### config.mk
export PLATFORM = sky130hd
export DESIGN_NAME = span_margin_engine_flat
export DESIGN_NICKNAME = d
export VERILOG_FILES = /design/src/rtl/span_pkg.sv /design/src/rtl/span_margin_engine_if.sv /design/src/rtl/span_tier_classify.sv /design/src/rtl/span_margin_engine.sv /design/src/flat_wrapper.sv
export SDC_FILE = /design/constraint.sdc
export NUM_CORES = 2
export LEC_CHECK = 0
export ABC_CLOCK_PERIOD_IN_PS = 29100
export CAP_MARGIN = 20
export CORE_ASPECT_RATIO = 0.9
export CORE_MARGIN = 1
export CORE_UTILIZATION = 60
export CTS_CLUSTER_SIZE = 14
export DETAILED_ROUTE_END_ITERATION = 8
export PLACE_DENSITY = 0.78
export SLEW_MARGIN = 10
export SYNTH_ARGS = -nofsm -noshare
export SYNTH_HDL_FRONTEND = slang
export SYNTH_HIERARCHICAL = 1
export SYNTH_SLANG_ARGS = --single-unit
export TNS_END_PERCENT = 10
### constraint.sdc
create_clock -name clk -period 29.1 [get_ports clk]
set_input_delay 4.365 -clock clk [delete_from_list [all_inputs] [get_ports clk]]
set_output_delay 4.365 -clock clk [all_outputs]
set_load 0.05 [all_outputs]
### src/rtl/span_pkg.sv
// Shared types, offsets and helpers for the SPAN margin engine.
// Register layout is derived from the tier and month counts.
package span_pkg;

  typedef enum logic [2:0] {
    S_IDLE,
    S_ACCUM,
    S_SCAN,
    S_SPREAD,
    S_DONE
  } state_t;

  localparam int N_SCEN = 5;

  function automatic int pos_base(input int n_tiers);
    return 4 + n_tiers;
  endfunction

  function automatic int mat_base(input int n_tiers,
                                  input int n_months);
    return pos_base(n_tiers) + n_months;
  endfunction

  function automatic int res_base(input int n_tiers,
                                  input int n_months);
    return mat_base(n_tiers, n_months) + n_months;
  endfunction

  // Clamp a non-negative value to w bits of unsigned range.
  function automatic logic [63:0] sat_u(input logic [63:0] v,
                                        input int w);
    logic [63:0] mx;
    mx = (64'd1 << w) - 64'd1;
    return (v > mx) ? mx : v;
  endfunction

endpackage

### src/rtl/span_margin_engine_if.sv
// Memory-mapped register bus of the SPAN margin engine.
// The host is the master; the engine is the slave.
interface span_margin_engine_if #(
  parameter int ADDR_W = 5,
  parameter int DATA_W = 16
);
  logic              chipselect;
  logic              write;
  logic              read;
  logic [ADDR_W-1:0] offset;
  logic [DATA_W-1:0] writeData;
  logic [DATA_W-1:0] readData;
  logic              irq;

  modport master (
    output chipselect, write, read, offset, writeData,
    input  readData, irq
  );

  modport slave (
    input  chipselect, write, read, offset, writeData,
    output readData, irq
  );
endinterface

### src/rtl/span_tier_classify.sv
// Maps a maturity to the first tier whose threshold covers it;
// maturities beyond every threshold land in the last tier.
module span_tier_classify #(
  parameter int N_TIERS = 3,
  parameter int MAT_W   = 8,
  parameter int TW      = 2
) (
  input  logic [MAT_W-1:0]              mat,
  input  logic [N_TIERS-1:0][MAT_W-1:0] thr,
  output logic [TW-1:0]                 tier
);

  // Scan downwards so the smallest matching tier wins.
  always_comb begin
    tier = TW'(N_TIERS - 1);
    for (int t = N_TIERS - 1; t >= 0; t--) begin
      if (mat <= thr[t]) tier = TW'(t);
    end
  end

endmodule

### src/rtl/span_margin_engine.sv
// SPAN initial-margin engine: scanning risk over five price
// moves plus an intermonth tier spread charge.
module span_margin_engine
  import span_pkg::*;
#(
  parameter int N_MONTHS = 8,
  parameter int N_TIERS  = 3,
  parameter int DATA_W   = 16,
  parameter int MAT_W    = 8,
  parameter int ADDR_W   = 5
) (
  input logic               clk,
  input logic               reset,
  span_margin_engine_if.slave bus
);

  localparam int POS_B = pos_base(N_TIERS);
  localparam int MAT_B = mat_base(N_TIERS, N_MONTHS);
  localparam int RES_B = res_base(N_TIERS, N_MONTHS);
  localparam int IW = (N_MONTHS > 1) ? $clog2(N_MONTHS) : 1;
  localparam int TW = (N_TIERS > 1) ? $clog2(N_TIERS) : 1;
  localparam int AW = DATA_W + $clog2(N_MONTHS) + 1;
  localparam int MW = DATA_W + 2;
  localparam int PW = AW + MW;
  localparam logic [63:0] MAXV = (64'd1 << DATA_W) - 64'd1;

  logic [DATA_W-1:0]              psr, rate;
  logic [N_TIERS-1:0][MAT_W-1:0]  thr;
  logic signed [DATA_W-1:0]       pos [N_MONTHS];
  logic [MAT_W-1:0]               mat [N_MONTHS];

  state_t                  state;
  logic                    busy, done, ovf;
  logic [IW-1:0]           idx;
  logic [2:0]              sidx;
  logic signed [AW-1:0]    net;
  logic signed [AW-1:0]    tnet [N_TIERS];
  logic signed [PW-1:0]    scan_acc;
  logic [DATA_W-1:0]       scan_q, tsc_q, margin_q;

  int                      off;
  logic                    wr, rd, start, clr;
  logic [TW-1:0]           tier;
  logic signed [MW-1:0]    mv;
  logic signed [PW-1:0]    loss;
  logic signed [63:0]      lsum, ssum;
  logic [63:0]             mn, scan64, tsc_full, marg_full;
  logic [DATA_W-1:0]       scan_n, tsc_n, marg_n;
  logic                    ovf_n;
  logic [DATA_W-1:0]       rd_mux;

  assign off   = int'(bus.offset);
  assign wr    = bus.chipselect & bus.write;
  assign rd    = bus.chipselect & bus.read;
  assign start = wr && off == 0 && bus.writeData[0] && !busy;
  assign clr   = wr && off == 0 && bus.writeData[1];
  assign bus.irq = done;

  span_tier_classify #(
    .N_TIERS(N_TIERS),
    .MAT_W  (MAT_W),
    .TW     (TW)
  ) u_tier (
    .mat (mat[idx]),
    .thr (thr),
    .tier(tier)
  );

  // Price move for the current scenario and the loss it implies.
  always_comb begin
    mv = '0;
    case (sidx)
      3'd1: mv = signed'({2'b00, psr});
      3'd2: mv = -signed'({2'b00, psr});
      3'd3: mv = signed'({3'b000, psr[DATA_W-1:1]});
      3'd4: mv = -signed'({3'b000, psr[DATA_W-1:1]});
      default: mv = '0;
    endcase
    loss = -(PW'(net) * PW'(mv));
  end

  // Spread charge, saturated results and overflow detection.
  always_comb begin
    lsum = '0;
    ssum = '0;
    for (int t = 0; t < N_TIERS; t++) begin
      if (tnet[t] > 0) lsum = lsum + 64'(tnet[t]);
      else             ssum = ssum - 64'(tnet[t]);
    end
    mn        = (lsum < ssum) ? lsum : ssum;
    tsc_full  = mn * 64'(rate);
    scan64    = 64'(scan_acc);
    scan_n    = DATA_W'(sat_u(scan64, DATA_W));
    tsc_n     = DATA_W'(sat_u(tsc_full, DATA_W));
    marg_full = 64'(scan_n) + 64'(tsc_n);
    marg_n    = DATA_W'(sat_u(marg_full, DATA_W));
    ovf_n     = (scan64 > MAXV) || (tsc_full > MAXV) ||
                (marg_full > MAXV);
  end

  // Configuration registers, frozen while a run is active.
  always_ff @(posedge clk) begin
    if (reset) begin
      psr  <= '0;
      rate <= '0;
      thr  <= '0;
      for (int i = 0; i < N_MONTHS; i++) begin
        pos[i] <= '0;
        mat[i] <= '0;
      end
    end else if (wr && !busy) begin
      if (off == 2) psr  <= bus.writeData;
      if (off == 3) rate <= bus.writeData;
      for (int t = 0; t < N_TIERS; t++) begin
        if (off == 4 + t) thr[t] <= bus.writeData[MAT_W-1:0];
      end
      for (int i = 0; i < N_MONTHS; i++) begin
        if (off == POS_B + i) pos[i] <= signed'(bus.writeData);
        if (off == MAT_B + i) mat[i] <= bus.writeData[MAT_W-1:0];
      end
    end
  end

  // Run sequencer: accumulate, scan, spread, then hold results.
  always_ff @(posedge clk) begin
    if (reset) begin
      state    <= S_IDLE;
      busy     <= 1'b0;
      done     <= 1'b0;
      ovf      <= 1'b0;
      idx      <= '0;
      sidx     <= '0;
      net      <= '0;
      scan_acc <= '0;
      scan_q   <= '0;
      tsc_q    <= '0;
      margin_q <= '0;
      for (int t = 0; t < N_TIERS; t++) tnet[t] <= '0;
    end else begin
      unique case (state)
        S_IDLE, S_DONE: begin
          if (start) begin
            state    <= S_ACCUM;
            busy     <= 1'b1;
            done     <= 1'b0;
            ovf      <= 1'b0;
            idx      <= '0;
            sidx     <= '0;
            net      <= '0;
            scan_acc <= '0;
            for (int t = 0; t < N_TIERS; t++) tnet[t] <= '0;
          end else if (clr && state == S_DONE) begin
            state <= S_IDLE;
            done  <= 1'b0;
          end
        end
        S_ACCUM: begin
          net        <= net + AW'(pos[idx]);
          tnet[tier] <= tnet[tier] + AW'(pos[idx]);
          idx        <= idx + 1'b1;
          if (idx == IW'(N_MONTHS - 1)) state <= S_SCAN;
        end
        S_SCAN: begin
          if (loss > scan_acc) scan_acc <= loss;
          sidx <= sidx + 3'd1;
          if (sidx == 3'(N_SCEN - 1)) state <= S_SPREAD;
        end
        S_SPREAD: begin
          scan_q   <= scan_n;
          tsc_q    <= tsc_n;
          margin_q <= marg_n;
          if (ovf_n) ovf <= 1'b1;
          done  <= 1'b1;
          busy  <= 1'b0;
          state <= S_DONE;
        end
        default: state <= S_IDLE;
      endcase
    end
  end

  // Read-side decode; unmapped offsets read as zero.
  always_comb begin
    rd_mux = '0;
    unique case (1'b1)
      (off == 1):         rd_mux = DATA_W'({ovf, done, busy});
      (off == 2):         rd_mux = psr;
      (off == 3):         rd_mux = rate;
      (off == RES_B):     rd_mux = margin_q;
      (off == RES_B + 1): rd_mux = scan_q;
      (off == RES_B + 2): rd_mux = tsc_q;
      default:            rd_mux = '0;
    endcase
    for (int t = 0; t < N_TIERS; t++) begin
      if (off == 4 + t) rd_mux = DATA_W'(thr[t]);
    end
    for (int i = 0; i < N_MONTHS; i++) begin
      if (off == POS_B + i) rd_mux = pos[i];
      if (off == MAT_B + i) rd_mux = DATA_W'(mat[i]);
    end
  end

  // Registered read data, held between reads.
  always_ff @(posedge clk) begin
    if (reset)   bus.readData <= '0;
    else if (rd) bus.readData <= rd_mux;
  end

endmodule
### src/flat_wrapper.sv
// flat-port wrapper written by rule: the top's interface ports become plain ports
module span_margin_engine_flat import span_pkg::*;
#(
  parameter int N_MONTHS = 8,
  parameter int N_TIERS  = 3,
  parameter int DATA_W   = 16,
  parameter int MAT_W    = 8,
  parameter int ADDR_W   = 5
)
  (clk, reset, bus_chipselect, bus_write, bus_read, bus_offset, bus_writeData, bus_readData, bus_irq);
  span_margin_engine_if #(.ADDR_W(ADDR_W), .DATA_W(DATA_W)) bus_i ();
  input logic clk;
  input logic reset;
  input wire logic [$bits(bus_i.chipselect)-1:0] bus_chipselect;
  input wire logic [$bits(bus_i.write)-1:0] bus_write;
  input wire logic [$bits(bus_i.read)-1:0] bus_read;
  input wire logic [$bits(bus_i.offset)-1:0] bus_offset;
  input wire logic [$bits(bus_i.writeData)-1:0] bus_writeData;
  output wire logic [$bits(bus_i.readData)-1:0] bus_readData;
  output wire logic [$bits(bus_i.irq)-1:0] bus_irq;
  assign bus_i.chipselect = bus_chipselect;
  assign bus_i.write = bus_write;
  assign bus_i.read = bus_read;
  assign bus_i.offset = bus_offset;
  assign bus_i.writeData = bus_writeData;
  assign bus_readData = bus_i.readData;
  assign bus_irq = bus_i.irq;
  span_margin_engine #(.N_MONTHS(N_MONTHS), .N_TIERS(N_TIERS), .DATA_W(DATA_W), .MAT_W(MAT_W), .ADDR_W(ADDR_W)) u_core (.clk(clk), .reset(reset), .bus(bus_i));
endmodule
==> flow_metrics.tcl <==
set metrics [dict create \
    power_mw 2.22 \
    overflow 0 \
    viasPerCell 6.21 \
    tritoncts "done" \
    syn_area_um2 79200 \
    fillers 10960 \
    postSynthRegisterBits 465 \
    drive_gt1_share_pct 4.41 \
    slowest_stage "o31ai_1" \
    timing.rr.start "u_core/tnet[0][5]$_SDFFCE_PN0P_" \
    relSlewSlack_pct 21.3 \
    drt_iter0_drc 7022 \
    clk_pin_slew_worst_paths_ps 60 \
    cap_viol_max_count 0 \
    vias 66493 \
    min_to "u_core/scan_acc[9]$_SDFFE_PP0P_" \
    h-tree-depth 2 \
    p_per_area_nw_per_um2 26.9 \
    ys_top_cells_by_count "nand2_1, inv_1, fa_1" \
    hold_viol_final 0 \
    dp_hpwl_um 185000 \
    period_minus_slack_ps 27260 \
    syn_nets 10982 \
    max_slew.worst_pin.slew_ps 1170 \
    first_global_vias 68139 \
    fin_worst_skew_ps 36.7 \
    slew_viol_final 0 \
    cp-start-kind "flip-flop" \
    port_buffers 42 \
    yosysTopAreaCell "fa_1" \
    antenna_found_initial 3 \
    path_buf_inv 7 \
    power_leakage_nw 36.8 \
    cts_buffer_depth 3 \
    gp_congestion 1.01 \
    synth_area_leaders "fa_1, edfxtp_1, ha_1" \
    ant_nets 0 \
    ir_worst_vdd_mv 0.0698 \
    timing.final.crit_share_pct 93.7 \
    min_path_cells 2 \
    grt_pass1_wl_um 375000 \
    synth.most_common_cell "nand2_1" \
    ioPinCount 43 \
    route.detailed.drc 0 \
    clock_sinks 465 \
    grt_max_degree 94 \
    nNetsFinal 10684 \
    reg2reg_to "u_core/ovf$_SDFFE_PP0P_" \
    wire_per_inst_um 22.1 \
    regToRegSetupSlack_ps 1840 \
    slowest_delay_ps 800 \
    num_rows 126 \
    seq_area_frac_synth_pct 15.2 \
    multi_input_area_um2 60300 \
    ff2ff_path_depth 99 \
    setup_viol 0 \
    syn_inst 9234 \
    cts_setup_buffers 0 \
    yosysWarnings 6 \
    start_util_pct 60.5 \
    worstPathArrival_ps 27770 \
    critPathMaxFanout 68 \
    yosysTopAreaCellShare_pct 29.0 \
    synth.distinct_cells 112 \
    wirelength_um 237000 \
    die_h_um 347 \
    cts_resized 0 \
    max_freq_ghz 0.0367 \
    cp_common_cell "o21ai_0" \
    hold_class "flip-flop to flip-flop" \
    die_x_um 385 \
    grt_setup_unrepaired "no" \
    core_area_um2 131000 \
    critPathCaptureType "flip-flop" \
    seq_area_um2 12100 \
    cts_buffers 45 \
    crit_type "flip-flop to flip-flop" \
    grtUsageTotal_pct 35.8 \
    first_pass_iters 9 \
    cts_hold_buffers 0 \
    clock_latency_ps 630 \
    tns_ps 0 \
    critPathRequiredTime_ps 29610 \
    avgSynthCellArea_um2 8.58 \
    synthArstFlopShare_pct 0 \
    area_growth_syn_to_layout_pct 4.09 \
    outcome "complete, no violations" \
    synth_edf_count 272 \
    yosys_most_used_dff "edfxtp_1" \
    holdCritStartpoint "u_core/scan_acc[9]$_SDFFE_PP0P_" \
    dieArea_um2 133000 \
    path_delay_family "compound AO/OA/AOI/OAI gates" \
    cts_root_buf "clkbuf_16" \
]
[per-stage QoR]
stage | util (%) | area, um2 | hold slack [ps] | cells | setup slack (ps)
finish | 62.9 | 82400 | 452 | 10702 | 1840
global route | 62.9 | 82400 | 490 | 10700 | 67.6
CTS | 62.9 | 82400 | 455 | 10698 | 2150
detailed placement | 61.7 | 80800 | 446 | 10615 | 2280
global placement | 61.7 | 80800 | 440 | 10612 | 2870
floorplan | - | 79200 | 432 | 9234 | 5590
[cells in the final DEF (no fill, tap or decap), types with 101 or more instances in the layout]
cell         n
a21oi_1    549
nand2_1   1354
nor3_1     106
inv_1     1349
nor2_1     663
a21o_1     196
edfxtp_1   272
o21ai_0    233
xnor2_1    208
fa_1      1146
dfxtp_1    175
nand2b_1   101
and2_1     441
ha_1       576
buf_4      104
[state kept, by name (all words and copies together) (netlist names), 20 cells and up, named ones only]
name / cells
u_core/mat: 64
u_core/pos: 128
u_core/tnet: 80
u_core/net: 20
u_core/scan_acc: 38
u_core/thr: 24
[worst register-to-register path: cells and delay by family, from the launching register on]
family / cells / cell delay (ps)
AO/OA/AOI/OAI: 43 / 11100
adder cells (fa/ha/maj): 14 / 5930
flip-flops: 1 / 520
XOR/XNOR: 1 / 220
buffers and inverters: 7 / 980
AND/OR/NAND/NOR: 34 / 8430
[how the worst max path moves through the flow]
stage / start / end / slack [ps] / depth (start not counted)
after detailed placement: u_core/tnet[0][5]$_SDFFCE_PN0P_ / u_core/ovf$_SDFFE_PP0P_ / 2280 / 99
after floorplan: u_core/tnet[0][5]$_SDFFCE_PN0P_ / u_core/ovf$_SDFFE_PP0P_ / 5590 / 108
final: u_core/tnet[0][5]$_SDFFCE_PN0P_ / u_core/ovf$_SDFFE_PP0P_ / 1840 / 99
after CTS: u_core/tnet[0][5]$_SDFFCE_PN0P_ / u_core/ovf$_SDFFE_PP0P_ / 2150 / 99
after global routing: u_core/tnet[0][5]$_SDFFCE_PN0P_ / u_core/ovf$_SDFFE_PP0P_ / 70 / 99
after global placement: u_core/tnet[0][5]$_SDFFCE_PN0P_ / u_core/ovf$_SDFFE_PP0P_ / 2870 / 97
[cells by family after synthesis]
kind of cell,count (synthesis),share of synthesized area (%)
buf+inv,1842,8.79
simple gates,3134,18.2
fa+ha+maj,1722,38.1
compound gates,1628,13.4
mux,130,2.78
flops,465,15.2
xor+xnor,313,3.57
[layer usage]
layer | wire, um | vias to the layer above | track usage, %
met5 | 82 | - | 0
met4 | 12700 | 4 | 16.6
met3 | 24100 | 692 | 6.76
met2 | 110000 | 3524 | 57.8
met1 | 89700 | 32813 | 46.7
li1 | - | 29460 | -
[area by class of cell]
type,count,share of cell area (%)
Antenna cell,2,0.00607
Sequential cell,465,14.6
Multi-Input combinational cell,6927,73.2
Tap cell,1728,2.62
Inverter,1347,6.13
Clock inverter,20,0.329
Clock buffer,63,1.57
Timing Repair Buffer,150,1.52
[where the power goes]
part | total, mW | internal (mW) | switching (mW)
sequential | 0.730 | 0.714 | 0.0163
clock | 0.624 | 0.352 | 0.272
combinational | 0.865 | 0.258 | 0.607
total | 2.22 | 1.32 | 0.895
Power figures use the tool's default switching activity.
